`src/rtl/cga_pixel_sequencer.sv`:
```
// CGA graphics-mode pixel sequencer: byte handshake, 320/640 serialiser, colour mapping, border/disable.
// Optional CGA_MODE5_PALETTE_EN: in 320 mode with mode[2]=1, pixels 1-3 use the cyan/red/white palette.
module cga_pixel_sequencer (
    input  logic       clk,
    input  logic       reset,
    input  logic       bus_a,
    input  logic       bus_wr,
    input  logic [7:0] bus_d,
    input  logic       pix_ce,
    input  logic       display_enable,
    input  logic [7:0] byte_data,
    input  logic       byte_valid,
    output logic       byte_ready,
    output logic [3:0] video,
    output logic       underrun
);

    logic [5:0] mode_q, mode_d;
    logic [5:0] colsel_q, colsel_d;
    logic [7:0] hold_q, hold_d;
    logic       hold_full_q, hold_full_d;
    logic [7:0] sr_q, sr_d;
    logic [3:0] pcnt_q, pcnt_d;
    logic       phase_q, phase_d;
    logic [3:0] video_q, video_d;
    logic       underrun_q, underrun_d;
    logic       de_q, de_d;

    logic       gfx, hires, accept, step, consume, load, pix_ok;
    logic [3:0] border, pix_color;
    logic [1:0] pix_bits;
    logic [7:0] src;
    logic       unused_mode_bits;

    assign gfx        = mode_q[1];
    assign hires      = mode_q[4];
    assign byte_ready = gfx & ~hold_full_q;
    assign video      = video_q;
    assign underrun   = underrun_q;
    assign unused_mode_bits = ^{mode_q[5], mode_q[2], mode_q[0]};

    // Colour of the pixel currently being shifted out.
    always_comb begin
        pix_color = 4'd0;
        if (hires) begin
            pix_color = pix_bits[0] ? colsel_q[3:0] : 4'd0;
        end else if (pix_bits == 2'd0) begin
            pix_color = colsel_q[3:0];
        end else begin
            pix_color = {colsel_q[4], pix_bits, colsel_q[5]};
`ifdef CGA_MODE5_PALETTE_EN
            if (mode_q[2]) begin
                case (pix_bits)
                    2'd1:    pix_color = {colsel_q[4], 3'd3};
                    2'd2:    pix_color = {colsel_q[4], 3'd4};
                    default: pix_color = {colsel_q[4], 3'd7};
                endcase
            end
`endif
        end
    end

    always_comb begin
        mode_d      = mode_q;
        colsel_d    = colsel_q;
        hold_d      = hold_q;
        hold_full_d = hold_full_q;
        sr_d        = sr_q;
        pcnt_d      = pcnt_q;
        phase_d     = phase_q;
        video_d     = video_q;
        underrun_d  = underrun_q;
        de_d        = display_enable;
        load        = 1'b0;
        pix_ok      = 1'b0;
        pix_bits    = 2'd0;
        src         = sr_q;

        border  = hires ? 4'd0 : colsel_q[3:0];
        accept  = byte_valid & byte_ready;
        step    = pix_ce & display_enable & gfx;
        consume = step & (hires | ~phase_q);

        if (step && !hires) begin
            phase_d = ~phase_q;
        end

        if (consume) begin
            if (pcnt_q != 4'd0) begin
                pix_ok = 1'b1;
                pcnt_d = pcnt_q - 4'd1;
            end else if (hold_full_q) begin
                // Reload and emit the MSB pixel in the same step.
                src    = hold_q;
                load   = 1'b1;
                pix_ok = 1'b1;
                pcnt_d = hires ? 4'd7 : 4'd3;
            end else begin
                underrun_d = 1'b1;
            end
            if (pix_ok) begin
                pix_bits = hires ? {1'b0, src[7]} : src[7:6];
                sr_d     = hires ? {src[6:0], 1'b0} : {src[5:0], 2'b00};
            end
        end

        if (load) begin
            hold_full_d = 1'b0;
        end
        if (accept) begin
            hold_d      = byte_data;
            hold_full_d = 1'b1;
        end

        if (consume) begin
            video_d = pix_ok ? pix_color : border;
        end
        if (!display_enable || !gfx) begin
            video_d = border;
        end
        if (!mode_q[3]) begin
            video_d = 4'd0;
        end

        // End of active line drops any partially shifted byte.
        if (de_q && !display_enable) begin
            pcnt_d  = 4'd0;
            phase_d = 1'b0;
        end

        if (bus_wr && !bus_a) begin
            mode_d = bus_d[5:0];
            if (bus_d[4] != mode_q[4]) begin
                pcnt_d  = 4'd0;
                phase_d = 1'b0;
            end
            if (mode_q[1] && !bus_d[1]) begin
                hold_full_d = 1'b0;
                pcnt_d      = 4'd0;
                phase_d     = 1'b0;
            end
        end
        if (bus_wr && bus_a) begin
            colsel_d = bus_d[5:0];
        end
    end

    always_ff @(posedge clk) begin
        if (reset) begin
            mode_q      <= 6'd0;
            colsel_q    <= 6'd0;
            hold_q      <= 8'd0;
            hold_full_q <= 1'b0;
            sr_q        <= 8'd0;
            pcnt_q      <= 4'd0;
            phase_q     <= 1'b0;
            video_q     <= 4'd0;
            underrun_q  <= 1'b0;
            de_q        <= 1'b0;
        end else begin
            mode_q      <= mode_d;
            colsel_q    <= colsel_d;
            hold_q      <= hold_d;
            hold_full_q <= hold_full_d;
            sr_q        <= sr_d;
            pcnt_q      <= pcnt_d;
            phase_q     <= phase_d;
            video_q     <= video_d;
            underrun_q  <= underrun_d;
            de_q        <= de_d;
        end
    end

endmodule

```
`config.mk`:
```
export PLATFORM = sky130hd
export DESIGN_NAME = cga_pixel_sequencer
export DESIGN_NICKNAME = d
export VERILOG_FILES = /design/src/rtl/cga_pixel_sequencer.sv
export SDC_FILE = /design/constraint.sdc
export NUM_CORES = 1
export LEC_CHECK = 0
export ABC_AREA = 1
export ABC_CLOCK_PERIOD_IN_PS = 1800
export BUFFER_PORTS_ARGS = -buffer_cell sky130_fd_sc_hd__clkbuf_2
export CELL_PAD_IN_SITES_DETAIL_PLACEMENT = 0
export CELL_PAD_IN_SITES_GLOBAL_PLACEMENT = 1
export CORE_MARGIN = 4
export CORE_UTILIZATION = 37
export CTS_BUF_LIST = sky130_fd_sc_hd__clkbuf_2
export DETAILED_ROUTE_END_ITERATION = 7
export PLACE_DENSITY_LB_ADDON = 0.1
export SYNTH_ARGS = -nofsm -noshare
export SYNTH_HDL_FRONTEND = slang
export SYNTH_SLANG_ARGS = --single-unit
export TNS_END_PERCENT = 20
```
`constraint.sdc`:
```
create_clock -name clk -period 1.8 [get_ports clk]
set_clock_uncertainty 0.05 [all_clocks]
set_input_delay 0.09 -clock clk [delete_from_list [all_inputs] [get_ports clk]]
set_output_delay 0.09 -clock clk [all_outputs]
set_load 0.02 [all_outputs]
```
### After elaboration in Yosys (flattened, before gate mapping)

Index checks and enable logic that the tools add are counted.
W data, S select, Z words.

* reductions and logical operators: 17
* mux-type cells: 36
* bitwise logic cells: 10
* eq/ne operators: 1
* add/subtract/negate cells: 1

Operator list (count)
* $mux W4: 14
* $mux W8: 3
* $mux W1: 15
* $mux W2: 3
* $and A1 B1 Y1: 5
* $logic_and A1 B1 Y1: 5
* $logic_not A1 Y1: 5
* $not A1 Y1: 4
* $reduce_bool A4 Y1: 1
* $sub A4 B1 Y4 const B: 1
* $mux W3: 1
* $reduce_and A3 Y1: 1
* $logic_not A2 Y1: 1
* $reduce_and A2 Y1: 1
* $reduce_bool A2 Y1: 1
* $reduce_or A2 Y1: 1
* $logic_or A1 B1 Y1: 1
* $ne A1 B1 Y1: 1
* $or A1 B1 Y1: 1

* input port bits: 23
* flip-flop bits (word level): 39
* output and inout bits: 6
* word-level logic and storage cells: 75

### Logic depth before layout (Yosys ltp)

* depth after elaboration: 12
* depth in mapped cells: 14
* gate-level depth less buffers: 13

### Worst setup path after synthesis

OpenSTA, ideal clock, no wires.

* path kind: reg2reg
* start: register pcnt_q[0]
* end: register video_q[3], in the netlist video[3]
* stages on the path, launching flop included: 14
* clock period less this slack: 1696 ps
* data arrival time: 1580 ps
* buffers on the path: 1
* setup time: 66 ps
* setup slack: 104 ps
* required time: 1684 ps
* cells stage by stage: dfxtp_1 -> inv_1 -> ha_1 -> buf_1 -> nand3_2 -> nand2_1 -> nand2_1 -> nand2_1 -> nand2_1 -> nand2_1 -> nand3_1 -> nand2_1 -> nand2_1 -> a21oi_2

* cells in the longest elaborated chain, start to end: 11
* elaborated cells on any way between the ends: 15
* classes of those cells: mux (13); reduce/logical (2)

RTL lines
* start: declaration: line 23 `logic [3:0] pcnt_q, pcnt_d;`
* start signal: assignment: line 166 `pcnt_q <= pcnt_d;`
* $reduce_bool A4 Y1 (*): line 89 `if (pcnt_q != 4'd0) begin`
* $mux W8 or $mux W1 (tied branches): line 89
* $mux W2 or $mux W1 (tied branches): line 102, 88
* $mux W2: line 101 `if (pix_ok) begin`
* $mux W2: line 88 `if (consume) begin`
* $logic_not A2 Y1: line 47 `end else if (pix_bits == 2'd0) begin`
* $mux W4: line 47
* $mux W4: line 45 `if (hires) begin`
* $mux W4 (*): line 116 `video_d = pix_ok ? pix_color : border;`
* $mux W4 (*): line 115 `if (consume) begin`
* $mux W4 (*): line 118 `if (!display_enable || !gfx) begin`
* end signal: assignment: line 168 `video_q <= video_d;`
* end: declaration: line 25 `logic [3:0] video_q, video_d;`

Mark *: on every way between the ends. The rest lies on a longest branch, timed or not. The select of a mux whose other input is x is not followed.
A chain may end at the register's enable or synchronous reset.

### Final worst setup path

Same ends and word-level chain as after synthesis.

==> impl_metrics.tcl <==
set metrics [dict create \
    yosysUniqueCellTypes 30 \
    fp-row-count 24 \
    power.internal_mw 1.02 \
    critical_path.max_fanout 6 \
    worst_r2r_startpoint "pcnt_q[0]" \
    holdCritPathClass "primary input to flip-flop" \
    relSlewSlack_pct 72.6 \
    drtIter0Drc 119 \
    ys_seq_area_share_pct 42.3 \
    area.growth.synth_to_final_pct 26.7 \
    p_sw_share_pct 27.9 \
    total_congestion_overflow 0 \
    regToRegSetupSlack_ps 210 \
    finalMaxSlewViolations 0 \
    cts_htree_levels 2 \
    switchingPower_mw 0.396 \
    clock_sink_count 36 \
    antenna_found_initial 0 \
    cellLeakagePower_nw 0.975 \
    met1_usage_pct 21.9 \
    remaining_drc_errors 0 \
    die_width_um 75.8 \
    synth-seq-cells 36 \
    synth_warn 0 \
    crit_slowest_cell "sky130_fd_sc_hd__dfxtp_1" \
    clock_network_latency_to_the_later_pin_of_the_worst_skew_pair_ps 400 \
    die-area_sq_um 5750 \
    report.final.hold_viol_count 0 \
    ant_nets 0 \
    criticalPathCategory "flip-flop to flip-flop" \
    crit_required_ps 2110 \
    synth.net_count 264 \
    critical_path_startpoint "pcnt_q[0]" \
    gr-usage-met2_pct 24.1 \
    cts_tree "yes" \
    pin_count_of_the_biggest_net_entering_global_routing 16 \
    power.share.clock_pct 26.4 \
    initial_utilization_pct 38.6 \
    pwr-share-comb_pct 14.4 \
    grt_first_pass_wirelength_um 6940 \
    post_route_cell_area_sq_um 2160 \
    num_io_pins 29 \
    cp_common_cell "sky130_fd_sc_hd__nand2_1" \
    total_power_mw 1.42 \
    mappedNetlistArea_sq_um 1700 \
    crit_chain "inv_2 -> ha_4 -> nand3_1 -> nand2_2 -> inv_2 -> nand2_1 -> nand2_1 -> nand2_1 -> nand3_1 -> nand2_1 -> nand2_1 -> a21oi_2" \
    netlist_instances 240 \
    drv_cap 0 \
    groute.usage.overall_pct 16.0 \
    endpoint_kind "flip-flop" \
    cts.clk_slew.worst_paths_ps 200 \
    antenna_cells_inserted 0 \
    power_density_nw_per_um2 657 \
    worst_hold_startpoint "bus_a" \
    fin_ws_ps 214 \
    floorplan.core_area_sq_um 4410 \
    number_of_buffers_between_clock_root_and_the_deepest_sink 2 \
    worst-slew-pin-transition_ps 411 \
    placed_area_sq_um 1930 \
    finalCoreUtilization_pct 48.9 \
    layout.filler_cells 457 \
    rsz0062_at_grt "false" \
    syn_avg_cell_area_sq_um 7.10 \
    final.min_clock_period_ps 1590 \
    worst_hold_stages 4 \
    gp_congestion 0.801 \
    path_delay_family "simple AND/OR/NAND/NOR gates" \
    portBuffers 26 \
    max-vdd-ir-drop_v 0.000384 \
    p_seq_share_pct 59.2 \
    cts_buffers 5 \
    critical_path.startpoint_type "flip-flop" \
    worst-endpoint-arrival_ps 1900 \
    root_buffer "sky130_fd_sc_hd__clkbuf_2" \
    via_per_inst 4.82 \
    slowest_delay_ps 340 \
    first_global_vias 1495 \
    totalNegativeSetupSlack_ps 0 \
    hold_path_end "mode_q[4]" \
    grt.busiest_layer "met2" \
    max_freq_mhz 631 \
    groute.layer.met3.usage_pct 4.35 \
    drive_above_1_share_pct 19.5 \
    dr.pass1.iters 4 \
    die_height_um 75.8 \
    nNetsFinal 315 \
    worst_r2r_path_cells 12 \
    wl_um 4130 \
    vias_post_dr 1659 \
    reg2reg_to "video[3]" \
    cp.buffers_inverters 2 \
    place_worst_setup_slack_ps 70.5 \
    wl_per_cell_um 12.0 \
    hpwl_um 3040 \
    run_status "finished, final reports clean" \
    report.final.setup_viol 0 \
    final.period_utilization_pct 88.1 \
]
-- layout make-up --
cell class / instances / area, sq um / area share [%]
clock buffer: 7 / 35.0 / 1.62
clock inverter: 1 / 3.75 / 0.174
inverter: 30 / 113 / 5.22
multi-input combinational: 164 / 837 / 38.8
sequential: 36 / 721 / 33.4
tap: 52 / 65.1 / 3.02
timing repair buffer: 54 / 383 / 17.7
-- layer usage --
layer  part of all wire, %  vias up  wire length, um
met5                     0        -                0
li1                      -      882                -
met4                   1.5        0               62
met3                   4.6        7              189
met2                    44       29             1830
met1                    50      741             2050
-- through the flow --
| step | std cells | hold slack [ps] |
|---|---|---|
| 6_report | 344 | 54.9 |
| 5_1_grt | 344 | 73.6 |
| 4_1_cts | 343 | 33.9 |
| 3_5_place_dp | 318 | 277 |
| 3_3_place_gp | 318 | 278 |
| 2_1_floorplan | 240 | 175 |
-- worst register-to-register path: cells and delay by family (launching register included) --
family          cells  cell delay (ps)
compound gates      1              100
fa+ha+maj           1              180
buf+inv             2              150
flops               1              340
simple gates        8              760
-- what timing repair did --
item	in CTS	in global routing
buffers inserted	0	1
setup endpoints to repair	0	4
endpoints found under the hold margin	19	0
resized for setup	0	5
hold buffers	17	0
-- power by group through the flow --
stage,combinational [mW],clock (mW),sequential [mW]
floorplan,0.109,0,0.855
global placement,0.174,0,0.856
detailed placement,0.174,0,0.856
CTS,0.204,0.386,0.839
global route,0.231,0.430,0.844
finish,0.203,0.374,0.839
-- worst max path at each step --
stage / to / slack, ps / cells past startpoint
after global placement: video[3] / 80 / 12
after detailed placement: video[3] / 70 / 12
after global routing: video[3] / 2 / 12
after floorplan: video[3] / 100 / 13
after CTS: video[3] / 40 / 12
final: video[3] / 210 / 12
-- state kept, by name, indices dropped and copies added (netlist names) --
| name | flops |
|---|---|
| hold_q | 8 |
| sr_q | 7 |
| colsel_q | 6 |
| pcnt_q | 4 |
| video | 4 |
| mode_q | 3 |
| de_q | 1 |
| hold_full_q | 1 |
| phase_q | 1 |
| underrun | 1 |
-- cells in the final DEF, fill, tap and decap left out, types with 2 or more instances in the layout --
| cell type | instances |
|---|---|
| sky130_fd_sc_hd__o211ai_1 | 4 |
| sky130_fd_sc_hd__nand2_2 | 2 |
| sky130_fd_sc_hd__xnor2_1 | 2 |
| sky130_fd_sc_hd__nor3_1 | 3 |
| sky130_fd_sc_hd__nor2_4 | 2 |
| sky130_fd_sc_hd__nor2_1 | 23 |
| sky130_fd_sc_hd__a31oi_1 | 2 |
| sky130_fd_sc_hd__nor2_2 | 2 |
| sky130_fd_sc_hd__nand2_1 | 54 |
| sky130_fd_sc_hd__mux2i_1 | 4 |
| sky130_fd_sc_hd__inv_2 | 3 |
| sky130_fd_sc_hd__a21oi_1 | 27 |
| sky130_fd_sc_hd__dfxtp_1 | 36 |
| sky130_fd_sc_hd__dlygate4sd3_1 | 17 |
| sky130_fd_sc_hd__buf_4 | 11 |
| sky130_fd_sc_hd__nand3_1 | 11 |
| sky130_fd_sc_hd__inv_1 | 27 |
| sky130_fd_sc_hd__o21ai_0 | 15 |
| sky130_fd_sc_hd__nand4_1 | 3 |
| sky130_fd_sc_hd__clkbuf_2 | 33 |
| sky130_fd_sc_hd__a211oi_1 | 2 |
-- cell families after synthesis --
logic type | count (synthesis) | share of synthesized area (%)
compound gates | 55 | 18.2
xor+xnor | 3 | 1.54
fa+ha+maj | 1 | 0.735
buf+inv | 40 | 9.40
flops | 36 | 42.3
mux | 4 | 2.35
simple gates | 101 | 25.4
-- cell usage after synthesis, drive strengths merged --
cell    instances  share of area [%]
xor2            1               0.51
a211oi          2               0.88
o21ai          16                4.9
a31oi           2               0.73
buf             4                1.5
o221ai          1               0.51
clkbuf          6                1.3
o211ai          4                1.8
nand3          12                3.8
o21bai          1               0.44
nor2           27                7.0
ha              1               0.73
nor3            3               0.88
a221oi          1               0.51
a21oi          28                8.4
xnor2           2                1.0
inv            30                6.6
mux2i           4                2.4
nand4           3                1.1
dfxtp          36                 42
nand2          56                 13
Note: power is estimated with default switching activity, not from simulation.
